### config.mk
export PLATFORM = sky130hd
export DESIGN_NAME = axi_burst_master_flat
export DESIGN_NICKNAME = d
export VERILOG_FILES = /design/src/rtl/axi_burst_master_if.sv /design/src/rtl/axi_burst_master.sv /design/src/flat_wrapper.sv
export SDC_FILE = /design/constraint.sdc
export NUM_CORES = 1
export LEC_CHECK = 0
export ABC_AREA = 1
export CAP_MARGIN = 20
export CORE_AREA = 4 4 203 205
export DETAILED_ROUTE_END_ITERATION = 8
export DIE_AREA = 0 0 207 209
export PLACE_DENSITY = 0.55
export SYNTH_ARGS = -nofsm -noshare
export SYNTH_HDL_FRONTEND = slang
export SYNTH_SLANG_ARGS = --single-unit
### constraint.sdc
create_clock -name M_AXI_ACLK -period 4.9 [get_ports M_AXI_ACLK]
set_input_delay 0.98 -clock M_AXI_ACLK [delete_from_list [all_inputs] [get_ports M_AXI_ACLK]]
set_output_delay 0.98 -clock M_AXI_ACLK [all_outputs]
set_load 0.1 [all_outputs]
### src/rtl/axi_burst_master_if.sv
// axi_burst_master_if: AXI4 bus bundle (AW/W/B/AR/R) between the burst master and its slave
interface axi_burst_master_if #(
   parameter int ID_W   = 2,
   parameter int DATA_W = 128,
   parameter int ADDR_W = 41
);
   logic [ID_W-1:0]     awid;
   logic [ADDR_W-1:0]   awaddr;
   logic [7:0]          awlen;
   logic [2:0]          awsize;
   logic [1:0]          awburst;
   logic                awlock;
   logic [3:0]          awcache;
   logic [2:0]          awprot;
   logic [3:0]          awqos;
   logic [3:0]          awregion;
   logic                awvalid;
   logic                awready;
   logic [DATA_W-1:0]   wdata;
   logic [DATA_W/8-1:0] wstrb;
   logic                wlast;
   logic                wvalid;
   logic                wready;
   logic [ID_W-1:0]     bid;
   logic [1:0]          bresp;
   logic                bvalid;
   logic                bready;
   logic [ID_W-1:0]     arid;
   logic [ADDR_W-1:0]   araddr;
   logic [7:0]          arlen;
   logic [2:0]          arsize;
   logic [1:0]          arburst;
   logic                arlock;
   logic [3:0]          arcache;
   logic [2:0]          arprot;
   logic [3:0]          arqos;
   logic [3:0]          arregion;
   logic                arvalid;
   logic                arready;
   logic [ID_W-1:0]     rid;
   logic [DATA_W-1:0]   rdata;
   logic [1:0]          rresp;
   logic                rlast;
   logic                rvalid;
   logic                rready;
   modport master (
      output awid, awaddr, awlen, awsize, awburst, awlock, awcache, awprot, awqos, awregion, awvalid,
      input  awready,
      output wdata, wstrb, wlast, wvalid,
      input  wready,
      input  bid, bresp, bvalid,
      output bready,
      output arid, araddr, arlen, arsize, arburst, arlock, arcache, arprot, arqos, arregion, arvalid,
      input  arready,
      input  rid, rdata, rresp, rlast, rvalid,
      output rready
   );
   modport slave (
      input  awid, awaddr, awlen, awsize, awburst, awlock, awcache, awprot, awqos, awregion, awvalid,
      output awready,
      input  wdata, wstrb, wlast, wvalid,
      output wready,
      output bid, bresp, bvalid,
      input  bready,
      input  arid, araddr, arlen, arsize, arburst, arlock, arcache, arprot, arqos, arregion, arvalid,
      output arready,
      output rid, rdata, rresp, rlast, rvalid,
      input  rready
   );
endinterface

### src/rtl/axi_burst_master.sv
// axi_burst_master: single-command AXI4 burst engine (pattern writes, reads) for DDR traffic/bring-up.
// Optional read-data pattern checking and rd_err_cnt port when AXI_RDCHECK_EN is defined.
module axi_burst_master #(
   parameter int C_M_AXI_ID_WIDTH   = 2,
   parameter int C_M_AXI_DATA_WIDTH = 128,
   parameter int C_M_AXI_ADDR_WIDTH = 41
) (
   input  logic                          M_AXI_ACLK,
   input  logic                          M_AXI_ARESET,
   input  logic                          cmd_valid,
   output logic                          cmd_ready,
   input  logic                          cmd_write,
   input  logic [C_M_AXI_ID_WIDTH-1:0]   cmd_id,
   input  logic [C_M_AXI_ADDR_WIDTH-1:0] cmd_addr,
   input  logic [7:0]                    cmd_len,
   input  logic [31:0]                   cmd_seed,
   output logic                          done_valid,
   output logic [1:0]                    done_resp,
   output logic                          done_err,
`ifdef AXI_RDCHECK_EN
   output logic [7:0]                    rd_err_cnt,
`endif
   axi_burst_master_if.master            m_axi
);
   localparam int BYTES = C_M_AXI_DATA_WIDTH / 8;
   localparam int WORDS = C_M_AXI_DATA_WIDTH / 32;
   typedef enum logic [2:0] {S_IDLE, S_AW, S_W, S_B, S_AR, S_R} state_t;
   state_t                        state, state_nx;
   logic [C_M_AXI_ID_WIDTH-1:0]   id_q;
   logic [C_M_AXI_ADDR_WIDTH-1:0] addr_q;
   logic [7:0]                    len_q;
   logic [31:0]                   seed_q;
   logic [8:0]                    beat;
   logic [1:0]                    resp_acc;
   logic                          err_acc;
   logic                          accept;
   logic                          cross_4k;
   logic                          last_beat;
   logic                          r_beat;
   logic                          r_err;
   logic                          rd_bad;
   logic [31:0]                   word;
   logic [1:0]                    resp_max;
   logic                          unused;
   assign cmd_ready = state == S_IDLE && !M_AXI_ARESET;
   assign accept    = cmd_ready && cmd_valid;
   assign cross_4k  = 32'(cmd_addr[11:0]) + (32'(cmd_len) + 32'd1) * 32'(BYTES) > 32'd4096;
   assign last_beat = beat == {1'b0, len_q};
   assign word      = seed_q + 32'(beat);
   assign r_beat    = state == S_R && m_axi.rvalid;
   assign resp_max  = m_axi.rresp > resp_acc ? m_axi.rresp : resp_acc;
`ifdef AXI_RDCHECK_EN
   assign rd_bad = m_axi.rdata != {WORDS{word}};
   assign unused = ^{m_axi.bid, m_axi.rid};
`else
   assign rd_bad = 1'b0;
   assign unused = ^{m_axi.bid, m_axi.rid, m_axi.rdata};
`endif
   // A read beat is bad on data mismatch, on arriving past the last beat, or on a misplaced RLAST
   assign r_err = rd_bad || beat > {1'b0, len_q} || (m_axi.rlast && !last_beat);
   assign m_axi.awid     = id_q;
   assign m_axi.awaddr   = addr_q;
   assign m_axi.awlen    = len_q;
   assign m_axi.awsize   = 3'($clog2(BYTES));
   assign m_axi.awburst  = 2'b01;
   assign m_axi.awlock   = 1'b0;
   assign m_axi.awcache  = 4'b0011;
   assign m_axi.awprot   = 3'b000;
   assign m_axi.awqos    = 4'h0;
   assign m_axi.awregion = 4'h0;
   assign m_axi.awvalid  = state == S_AW;
   assign m_axi.wdata    = {WORDS{word}};
   assign m_axi.wstrb    = '1;
   assign m_axi.wlast    = state == S_W && last_beat;
   assign m_axi.wvalid   = state == S_W;
   assign m_axi.bready   = state == S_B;
   assign m_axi.arid     = id_q;
   assign m_axi.araddr   = addr_q;
   assign m_axi.arlen    = len_q;
   assign m_axi.arsize   = 3'($clog2(BYTES));
   assign m_axi.arburst  = 2'b01;
   assign m_axi.arlock   = 1'b0;
   assign m_axi.arcache  = 4'b0011;
   assign m_axi.arprot   = 3'b000;
   assign m_axi.arqos    = 4'h0;
   assign m_axi.arregion = 4'h0;
   assign m_axi.arvalid  = state == S_AR;
   assign m_axi.rready   = state == S_R;
   // State register; reset abandons any burst in flight
   always_ff @(posedge M_AXI_ACLK) begin
      if (M_AXI_ARESET) state <= S_IDLE;
      else state <= state_nx;
   end
   // Next-state: rejected commands stay in IDLE and complete from the datapath
   always_comb begin
      state_nx = state;
      unique case (state)
         S_IDLE:  if (accept && !cross_4k) state_nx = cmd_write ? S_AW : S_AR;
         S_AW:    if (m_axi.awready) state_nx = S_W;
         S_W:     if (m_axi.wready && last_beat) state_nx = S_B;
         S_B:     if (m_axi.bvalid) state_nx = S_IDLE;
         S_AR:    if (m_axi.arready) state_nx = S_R;
         S_R:     if (m_axi.rvalid && m_axi.rlast) state_nx = S_IDLE;
         default: state_nx = S_IDLE;
      endcase
   end
   // Command capture, beat counting, status accumulation and the one-cycle completion pulse
   always_ff @(posedge M_AXI_ACLK) begin
      if (M_AXI_ARESET) begin
         id_q       <= '0;
         addr_q     <= '0;
         len_q      <= '0;
         seed_q     <= '0;
         beat       <= '0;
         resp_acc   <= '0;
         err_acc    <= 1'b0;
         done_valid <= 1'b0;
         done_resp  <= '0;
         done_err   <= 1'b0;
      end else begin
         done_valid <= 1'b0;
         if (accept) begin
            id_q     <= cmd_id;
            addr_q   <= cmd_addr;
            len_q    <= cmd_len;
            seed_q   <= cmd_seed;
            beat     <= '0;
            resp_acc <= '0;
            err_acc  <= 1'b0;
            if (cross_4k) begin
               done_valid <= 1'b1;
               done_resp  <= 2'b11;
               done_err   <= 1'b0;
            end
         end
         if (state == S_W && m_axi.wready) beat <= beat + 9'd1;
         if (state == S_B && m_axi.bvalid) begin
            done_valid <= 1'b1;
            done_resp  <= m_axi.bresp;
            done_err   <= 1'b0;
         end
         if (r_beat) begin
            beat     <= beat + 9'(beat != 9'h1ff);
            resp_acc <= resp_max;
            err_acc  <= err_acc | r_err;
            if (m_axi.rlast) begin
               done_valid <= 1'b1;
               done_resp  <= resp_max;
               done_err   <= err_acc | r_err;
            end
         end
      end
   end
`ifdef AXI_RDCHECK_EN
   // Per-command saturating count of read beats whose data differs from the pattern
   always_ff @(posedge M_AXI_ACLK) begin
      if (M_AXI_ARESET) rd_err_cnt <= '0;
      else if (accept) rd_err_cnt <= '0;
      else if (r_beat && rd_bad && rd_err_cnt != 8'hff) rd_err_cnt <= rd_err_cnt + 8'd1;
   end
`endif
endmodule

### src/flat_wrapper.sv
// flat-port wrapper written by rule: the top's interface ports become plain ports
module axi_burst_master_flat 
#(
   parameter int C_M_AXI_ID_WIDTH   = 2,
   parameter int C_M_AXI_DATA_WIDTH = 128,
   parameter int C_M_AXI_ADDR_WIDTH = 41
)
  (M_AXI_ACLK, M_AXI_ARESET, cmd_valid, cmd_ready, cmd_write, cmd_id, cmd_addr, cmd_len, cmd_seed, done_valid, done_resp, done_err, m_axi_awid, m_axi_awaddr, m_axi_awlen, m_axi_awsize, m_axi_awburst, m_axi_awlock, m_axi_awcache, m_axi_awprot, m_axi_awqos, m_axi_awregion, m_axi_awvalid, m_axi_awready, m_axi_wdata, m_axi_wstrb, m_axi_wlast, m_axi_wvalid, m_axi_wready, m_axi_bid, m_axi_bresp, m_axi_bvalid, m_axi_bready, m_axi_arid, m_axi_araddr, m_axi_arlen, m_axi_arsize, m_axi_arburst, m_axi_arlock, m_axi_arcache, m_axi_arprot, m_axi_arqos, m_axi_arregion, m_axi_arvalid, m_axi_arready, m_axi_rid, m_axi_rdata, m_axi_rresp, m_axi_rlast, m_axi_rvalid, m_axi_rready);
  axi_burst_master_if #(.ID_W((2)), .DATA_W((128)), .ADDR_W((41))) m_axi_i ();
  input  logic M_AXI_ACLK;
  input  logic M_AXI_ARESET;
  input  logic cmd_valid;
  output logic cmd_ready;
  input  logic cmd_write;
  input  logic [C_M_AXI_ID_WIDTH-1:0] cmd_id;
  input  logic [C_M_AXI_ADDR_WIDTH-1:0] cmd_addr;
  input  logic [7:0] cmd_len;
  input  logic [31:0] cmd_seed;
  output logic done_valid;
  output logic [1:0] done_resp;
  output logic done_err;
  output wire logic [$bits(m_axi_i.awid)-1:0] m_axi_awid;
  output wire logic [$bits(m_axi_i.awaddr)-1:0] m_axi_awaddr;
  output wire logic [$bits(m_axi_i.awlen)-1:0] m_axi_awlen;
  output wire logic [$bits(m_axi_i.awsize)-1:0] m_axi_awsize;
  output wire logic [$bits(m_axi_i.awburst)-1:0] m_axi_awburst;
  output wire logic [$bits(m_axi_i.awlock)-1:0] m_axi_awlock;
  output wire logic [$bits(m_axi_i.awcache)-1:0] m_axi_awcache;
  output wire logic [$bits(m_axi_i.awprot)-1:0] m_axi_awprot;
  output wire logic [$bits(m_axi_i.awqos)-1:0] m_axi_awqos;
  output wire logic [$bits(m_axi_i.awregion)-1:0] m_axi_awregion;
  output wire logic [$bits(m_axi_i.awvalid)-1:0] m_axi_awvalid;
  input wire logic [$bits(m_axi_i.awready)-1:0] m_axi_awready;
  output wire logic [$bits(m_axi_i.wdata)-1:0] m_axi_wdata;
  output wire logic [$bits(m_axi_i.wstrb)-1:0] m_axi_wstrb;
  output wire logic [$bits(m_axi_i.wlast)-1:0] m_axi_wlast;
  output wire logic [$bits(m_axi_i.wvalid)-1:0] m_axi_wvalid;
  input wire logic [$bits(m_axi_i.wready)-1:0] m_axi_wready;
  input wire logic [$bits(m_axi_i.bid)-1:0] m_axi_bid;
  input wire logic [$bits(m_axi_i.bresp)-1:0] m_axi_bresp;
  input wire logic [$bits(m_axi_i.bvalid)-1:0] m_axi_bvalid;
  output wire logic [$bits(m_axi_i.bready)-1:0] m_axi_bready;
  output wire logic [$bits(m_axi_i.arid)-1:0] m_axi_arid;
  output wire logic [$bits(m_axi_i.araddr)-1:0] m_axi_araddr;
  output wire logic [$bits(m_axi_i.arlen)-1:0] m_axi_arlen;
  output wire logic [$bits(m_axi_i.arsize)-1:0] m_axi_arsize;
  output wire logic [$bits(m_axi_i.arburst)-1:0] m_axi_arburst;
  output wire logic [$bits(m_axi_i.arlock)-1:0] m_axi_arlock;
  output wire logic [$bits(m_axi_i.arcache)-1:0] m_axi_arcache;
  output wire logic [$bits(m_axi_i.arprot)-1:0] m_axi_arprot;
  output wire logic [$bits(m_axi_i.arqos)-1:0] m_axi_arqos;
  output wire logic [$bits(m_axi_i.arregion)-1:0] m_axi_arregion;
  output wire logic [$bits(m_axi_i.arvalid)-1:0] m_axi_arvalid;
  input wire logic [$bits(m_axi_i.arready)-1:0] m_axi_arready;
  input wire logic [$bits(m_axi_i.rid)-1:0] m_axi_rid;
  input wire logic [$bits(m_axi_i.rdata)-1:0] m_axi_rdata;
  input wire logic [$bits(m_axi_i.rresp)-1:0] m_axi_rresp;
  input wire logic [$bits(m_axi_i.rlast)-1:0] m_axi_rlast;
  input wire logic [$bits(m_axi_i.rvalid)-1:0] m_axi_rvalid;
  output wire logic [$bits(m_axi_i.rready)-1:0] m_axi_rready;
  assign m_axi_awid = m_axi_i.awid;
  assign m_axi_awaddr = m_axi_i.awaddr;
  assign m_axi_awlen = m_axi_i.awlen;
  assign m_axi_awsize = m_axi_i.awsize;
  assign m_axi_awburst = m_axi_i.awburst;
  assign m_axi_awlock = m_axi_i.awlock;
  assign m_axi_awcache = m_axi_i.awcache;
  assign m_axi_awprot = m_axi_i.awprot;
  assign m_axi_awqos = m_axi_i.awqos;
  assign m_axi_awregion = m_axi_i.awregion;
  assign m_axi_awvalid = m_axi_i.awvalid;
  assign m_axi_i.awready = m_axi_awready;
  assign m_axi_wdata = m_axi_i.wdata;
  assign m_axi_wstrb = m_axi_i.wstrb;
  assign m_axi_wlast = m_axi_i.wlast;
  assign m_axi_wvalid = m_axi_i.wvalid;
  assign m_axi_i.wready = m_axi_wready;
  assign m_axi_i.bid = m_axi_bid;
  assign m_axi_i.bresp = m_axi_bresp;
  assign m_axi_i.bvalid = m_axi_bvalid;
  assign m_axi_bready = m_axi_i.bready;
  assign m_axi_arid = m_axi_i.arid;
  assign m_axi_araddr = m_axi_i.araddr;
  assign m_axi_arlen = m_axi_i.arlen;
  assign m_axi_arsize = m_axi_i.arsize;
  assign m_axi_arburst = m_axi_i.arburst;
  assign m_axi_arlock = m_axi_i.arlock;
  assign m_axi_arcache = m_axi_i.arcache;
  assign m_axi_arprot = m_axi_i.arprot;
  assign m_axi_arqos = m_axi_i.arqos;
  assign m_axi_arregion = m_axi_i.arregion;
  assign m_axi_arvalid = m_axi_i.arvalid;
  assign m_axi_i.arready = m_axi_arready;
  assign m_axi_i.rid = m_axi_rid;
  assign m_axi_i.rdata = m_axi_rdata;
  assign m_axi_i.rresp = m_axi_rresp;
  assign m_axi_i.rlast = m_axi_rlast;
  assign m_axi_i.rvalid = m_axi_rvalid;
  assign m_axi_rready = m_axi_i.rready;
  axi_burst_master #(.C_M_AXI_ID_WIDTH(C_M_AXI_ID_WIDTH), .C_M_AXI_DATA_WIDTH(C_M_AXI_DATA_WIDTH), .C_M_AXI_ADDR_WIDTH(C_M_AXI_ADDR_WIDTH)) u_core (.M_AXI_ACLK(M_AXI_ACLK), .M_AXI_ARESET(M_AXI_ARESET), .cmd_valid(cmd_valid), .cmd_ready(cmd_ready), .cmd_write(cmd_write), .cmd_id(cmd_id), .cmd_addr(cmd_addr), .cmd_len(cmd_len), .cmd_seed(cmd_seed), .done_valid(done_valid), .done_resp(done_resp), .done_err(done_err), .m_axi(m_axi_i));
endmodule
After elaboration in Yosys (flattened, before gate mapping)
Cells that the tools add are included.
W data, S select, Z words.
{"block": "totals", "register_bits": 102, "inputBits": 229, "latchBits": 0, "rom_bits": 0, "ram_bits": 0, "mem_count": 0}
{"block": "classes", "n_mux": 31, "div_mod_pow": 0, "bitwise_logic": 1, "n_lt_le_gt_ge": 3, "n_mul": 0, "n_addsub": 5, "n_shift": 0, "n_reduce_logical": 18, "n_eq_ne": 13}
{"operator": "$add A12 B32 Y32", "n": 1}
{"operator": "$add A32 B9 Y32", "n": 1}
{"operator": "$gt A32 B13 Y1 const B", "n": 1}
{"operator": "$mux W9", "n": 3}
{"operator": "$mux W3", "n": 7}
{"operator": "$pmux W3 S6", "n": 1}
{"operator": "$mux W2", "n": 8}
{"operator": "$mux W1", "n": 12}
{"operator": "$logic_and A1 B1 Y1", "n": 10}
{"operator": "$add A8 B1 Y9 const B", "n": 1}
{"operator": "$add A9 B1 Y9", "n": 1}
{"operator": "$add A9 B1 Y9 const B", "n": 1}
{"operator": "$eq A9 B8 Y1", "n": 1}
{"operator": "$gt A9 B8 Y1", "n": 1}
{"operator": "$ne A9 B9 Y1 const B", "n": 1}
{"operator": "$ne A2 B1 Y1 const B", "n": 4}
{"operator": "$eq A3 B2 Y1 const B", "n": 2}
{"operator": "$eq A3 B3 Y1 const B", "n": 2}
{"operator": "$reduce_and A6 Y1", "n": 1}
{"operator": "$ne A2 B2 Y1 const B", "n": 2}
{"operator": "$eq A3 B1 Y1 const B", "n": 1}
{"operator": "$logic_not A1 Y1", "n": 3}
{"operator": "$logic_not A3 Y1", "n": 1}
{"operator": "$reduce_bool A3 Y1", "n": 1}
{"operator": "4 further kinds", "n": 4}

Logic depth before layout (Yosys ltp)
{"block": "logic_depth", "ltp_word": 8, "ltp_mapped": 20}

Least setup slack after synthesis
Ideal clock, no wire load.
{"block": "synth_path", "path_kind": "reg-to-output", "from": "register u_core.beat[0]", "to": "output port m_axi_wdata[118]", "slack_ps": 64, "required_ps": 3920, "path_stages_with_launch": 13, "arrival_time_ps": 3856, "path_cell_list": "dfxtp_1 -> ha_1 -> inv_1 -> fa_1 -> inv_1 -> nand3_2 -> a31oi_4 -> nand2_4 -> nor2_8 -> nand2_4 -> nor2_8 -> xor2_1 -> buf_4"}
{"block": "synth_between", "elab_chain_len": 1}
{"item": "from (decl)", "line": "axi_burst_master.sv:33", "rtl": "logic [8:0] beat;"}
{"item": "from (signal assigned)", "line": "axi_burst_master.sv:136", "rtl": "if (state == S_W && m_axi.wready) beat <= beat + 9'd1;"}
{"item": "from (signal assigned)", "line": "axi_burst_master.sv:143", "rtl": "beat <= beat + 9'(beat != 9'h1ff);"}
{"item": "$add A32 B9 Y32", "line": "axi_burst_master.sv:49", "rtl": "assign word = seed_q + 32'(beat);"}
{"item": "to (decl)", "line": "flat_wrapper.sv:34", "rtl": "output wire logic [$bits(m_axi_i.wdata)-1:0] m_axi_wdata;"}
Every way passes these cells.

Worst setup path in the final report
{"block": "layout_path", "from": "register u_core.beat[1]", "to": "output port m_axi_wdata[86]"}
Same word-level chain as after synthesis.

==> results.ini <==
[placement]
numPortBuffers = 337
gp_congestion = 0.884
detailedPlace.worstSlack_ps = 852
dp_hpwl_mm = 20.5
place_area_um2 = 9800
dp_cells = 1752

[yosys]
ys_ff_latch = 102
postSynthAreaPerCell_um2 = 7.03
synth_edf_count = 0
synth-seq-area-share = 0.274
ys.flop_type = dfxtp_1
syn_inst = 1062
async_flop_share = 0
synth_cell_types = 47
netlist_area_um2 = 7460
yosys_warnings = 0

[cells_and_area]
multiInputGateArea_um2 = 3570
drive_above_1_share = 0.137
diodes = 0
fin_area_um2 = 10100
utilization = 0.256
fin_nets = 1503
stdcell_count = 1767
regArea_um2 = 2040
fill_cells = 4398
syn_to_final_growth_pct = 35.1

[clock_tree]
cts-buffers-inserted = 9
cts_resized = 0
clkTransAtPathRegs_ps = 80
insertion_delay_ps = 370
cts.root.buffer_cell = clkbuf_16
cts_tree = built
clockBufferDepth = 2
hold_buffers = 0
cts_sinks = 102
cts-htree-levels = 3
post-cts-setup-buffers = 0

[pwr]
power_leakage_nw = 4.60
p_seq_frac = 0.202
power.share.combinational = 0.656
ir_worst_vdd_mv = 0.209
clkPwrFrac = 0.143
p_per_area_nw_per_um2 = 514
power.total_mw = 5.18
swShare = 0.628
p_int_mw = 1.93
p_switching_mw = 3.25

[critical_path]
required_ps = 3920
path_class = flip-flop to output port
critPathArrivalTime_ps = 3250
endpoint_kind = output port
ff2ff_path_depth = 8
timing.rr.start = u_core.state[1]$_SDFFE_PP0P_
timing.rr.end = u_core.m_axi.araddr[29]$_SDFFE_PP0P_
reg2reg_slack_ps = 2260
cp-start-kind = flip-flop
crit_fanout = 6
cp-startpoint = u_core.beat[1]$_SDFFE_PP0P_

[timing]
setup_violations = 0
rsz0062_at_grt = false
setup_ws_ps = 668
setup_tns_ps = 0
drv_slew = 0
max_freq_mhz = 236
tightest_slew_ps = 1050
clock_skew_ps = 8.56
period_share = 0.864
fin_crit_ps = 4230
whs_ps = 472
slew_headroom = 0.299
hold_viol_final = 0

[route]
drc = 0
drt_iter0_drc = 235
vias = 6976
routedLengthMet1_mm = 10.3
wl_met3_mm = 2.15
drt-total-wl_mm = 25.8
top_layer = met5
dr_wl_met2_mm = 12.9
avgViaCountPerCell = 3.95
postRouteAntennaNets = 0
wl_per_cell_um = 14.6
dr.pass1.iters = 5

[global_route]
grt_use_total = 0.117
grt_pass1_vias = 7007
grt_antenna_before_repair = 1
grt_max_degree = 53
grt_overflow = 0
grt_pass1_wl_mm = 39.6

[floorplanning]
start_util = 0.189
fp.coreArea_um2 = 39500
fp-row-count = 73
die-area_um2 = 43300
ioPinCount = 528
die_y_um = 209
dieWidth_um = 207

[hold_path]
hp-start = u_core.resp_acc[1]$_SDFFE_PP0P_
holdPathEnd = u_core.resp_acc[1]$_SDFFE_PP0P_
worst_hold_path.num_cells = 2
hp-class = flip-flop to flip-flop

[outcome]
status = complete, no violations

[run]
cap_viol_max_count = 0

flip-flops by register name (all words and copies together) (netlist names), 2 cells and up:
signal / cells
u_core.state: 3
u_core.beat: 9
u_core.m_axi.araddr: 41
u_core.resp_acc: 2
u_core.done_resp: 2
u_core.m_axi.arlen: 8
u_core.seed_q: 32
u_core.m_axi.arid: 2
layout make-up:
class | instances | area share
Clock buffer | 11 | 0.0251
Clock inverter | 4 | 0.00323
Inverter | 104 | 0.0388
Multi-Input combinational cell | 678 | 0.354
Sequential cell | 102 | 0.202
Tap cell | 525 | 0.0651
Timing Repair Buffer | 343 | 0.311
critical path: stages (launching register included):
cell and delay, ps:
dfxtp_1 460, inv_1 150, fa_1 520, inv_1 130, nand3_2 110, a31oi_4 240
nand2_4 100, nor2_8 150, nand2_4 90, nor2_8 120, xor2_1 410, buf_4 380
cell families after synthesis:
family	after synthesis	synth area share
flip-flops	102	0.274
other	2	0.00101
AND/OR/NAND/NOR	426	0.254
AO/OA/AOI/OAI	123	0.0910
XOR/XNOR	35	0.0411
adder cells (fa/ha/maj)	36	0.0624
buffers and inverters	338	0.277
Yosys cell counts (2+ instances only):
library cell  number  area share
o21ai_0           44       0.030
nand4_1            6      0.0050
buf_1              3      0.0015
ha_1              34       0.057
clkbuf_1          13      0.0065
nor2_1            44       0.022
nand2_4            2      0.0030
nand2_2            3      0.0025
nor2_4             5      0.0075
clkinv_1           3      0.0015
nor3_1            14      0.0094
nand2_1          241        0.12
xor2_1            29       0.034
inv_2              5      0.0025
nor2_2             2      0.0017
nor4_1             4      0.0034
conb_1             2      0.0010
nand3b_1           2      0.0020
fa_1               2      0.0054
o21ai_1            5      0.0034
inv_1             96       0.048
nor2_8             2      0.0054
a31oi_1            2      0.0017
dfxtp_1          102        0.27
xnor2_1            6      0.0070
a21oi_1           60       0.040
or2_2              2      0.0017
nand3_1           95       0.064
buf_4            207        0.21
buf_2             10      0.0067
power groups by stage:
stage	combinational (mW)	clock (mW)	sequential, mW
after floorplan	2.52	0	1.50
after global placement	3.41	0	1.06
after detailed placement	3.42	0	1.07
after CTS	3.42	0.790	1.05
after global routing	3.52	0.809	1.07
final	3.40	0.739	1.05
per-layer routing:
layer,track usage,vias up
li1,-,3466
met1,0.129,3141
met2,0.211,341
met3,0.0377,26
met4,0.0383,2
met5,0,-
worst max path at each step:
stage / to / slack (ps)
6_report: m_axi_wdata[86] / 670
5_1_grt: m_axi_wdata[118] / 440
3_5_place_dp: u_core.done_valid$_SDFF_PP0_ / 850
3_3_place_gp: u_core.done_valid$_SDFF_PP0_ / 820
2_1_floorplan: m_axi_wdata[118] / 60
4_1_cts: m_axi_wdata[86] / 610
layout by cell type, fill, tap and decap left out, drive strengths merged, types with 6 or more instances in the layout:
master	Yosys	final
nand4	6	6
o21ai	49	49
clkdlybuf4s50	0	219
ha	34	34
xor2	29	29
nor2	53	53
dfxtp	102	102
buf	221	124
nand3	96	96
clkbuf	13	11
a21oi	60	60
nor3	16	16
inv	101	102
nand2	246	246
conb	2	58
xnor2	6	6
Power figures use the tool's default switching activity.
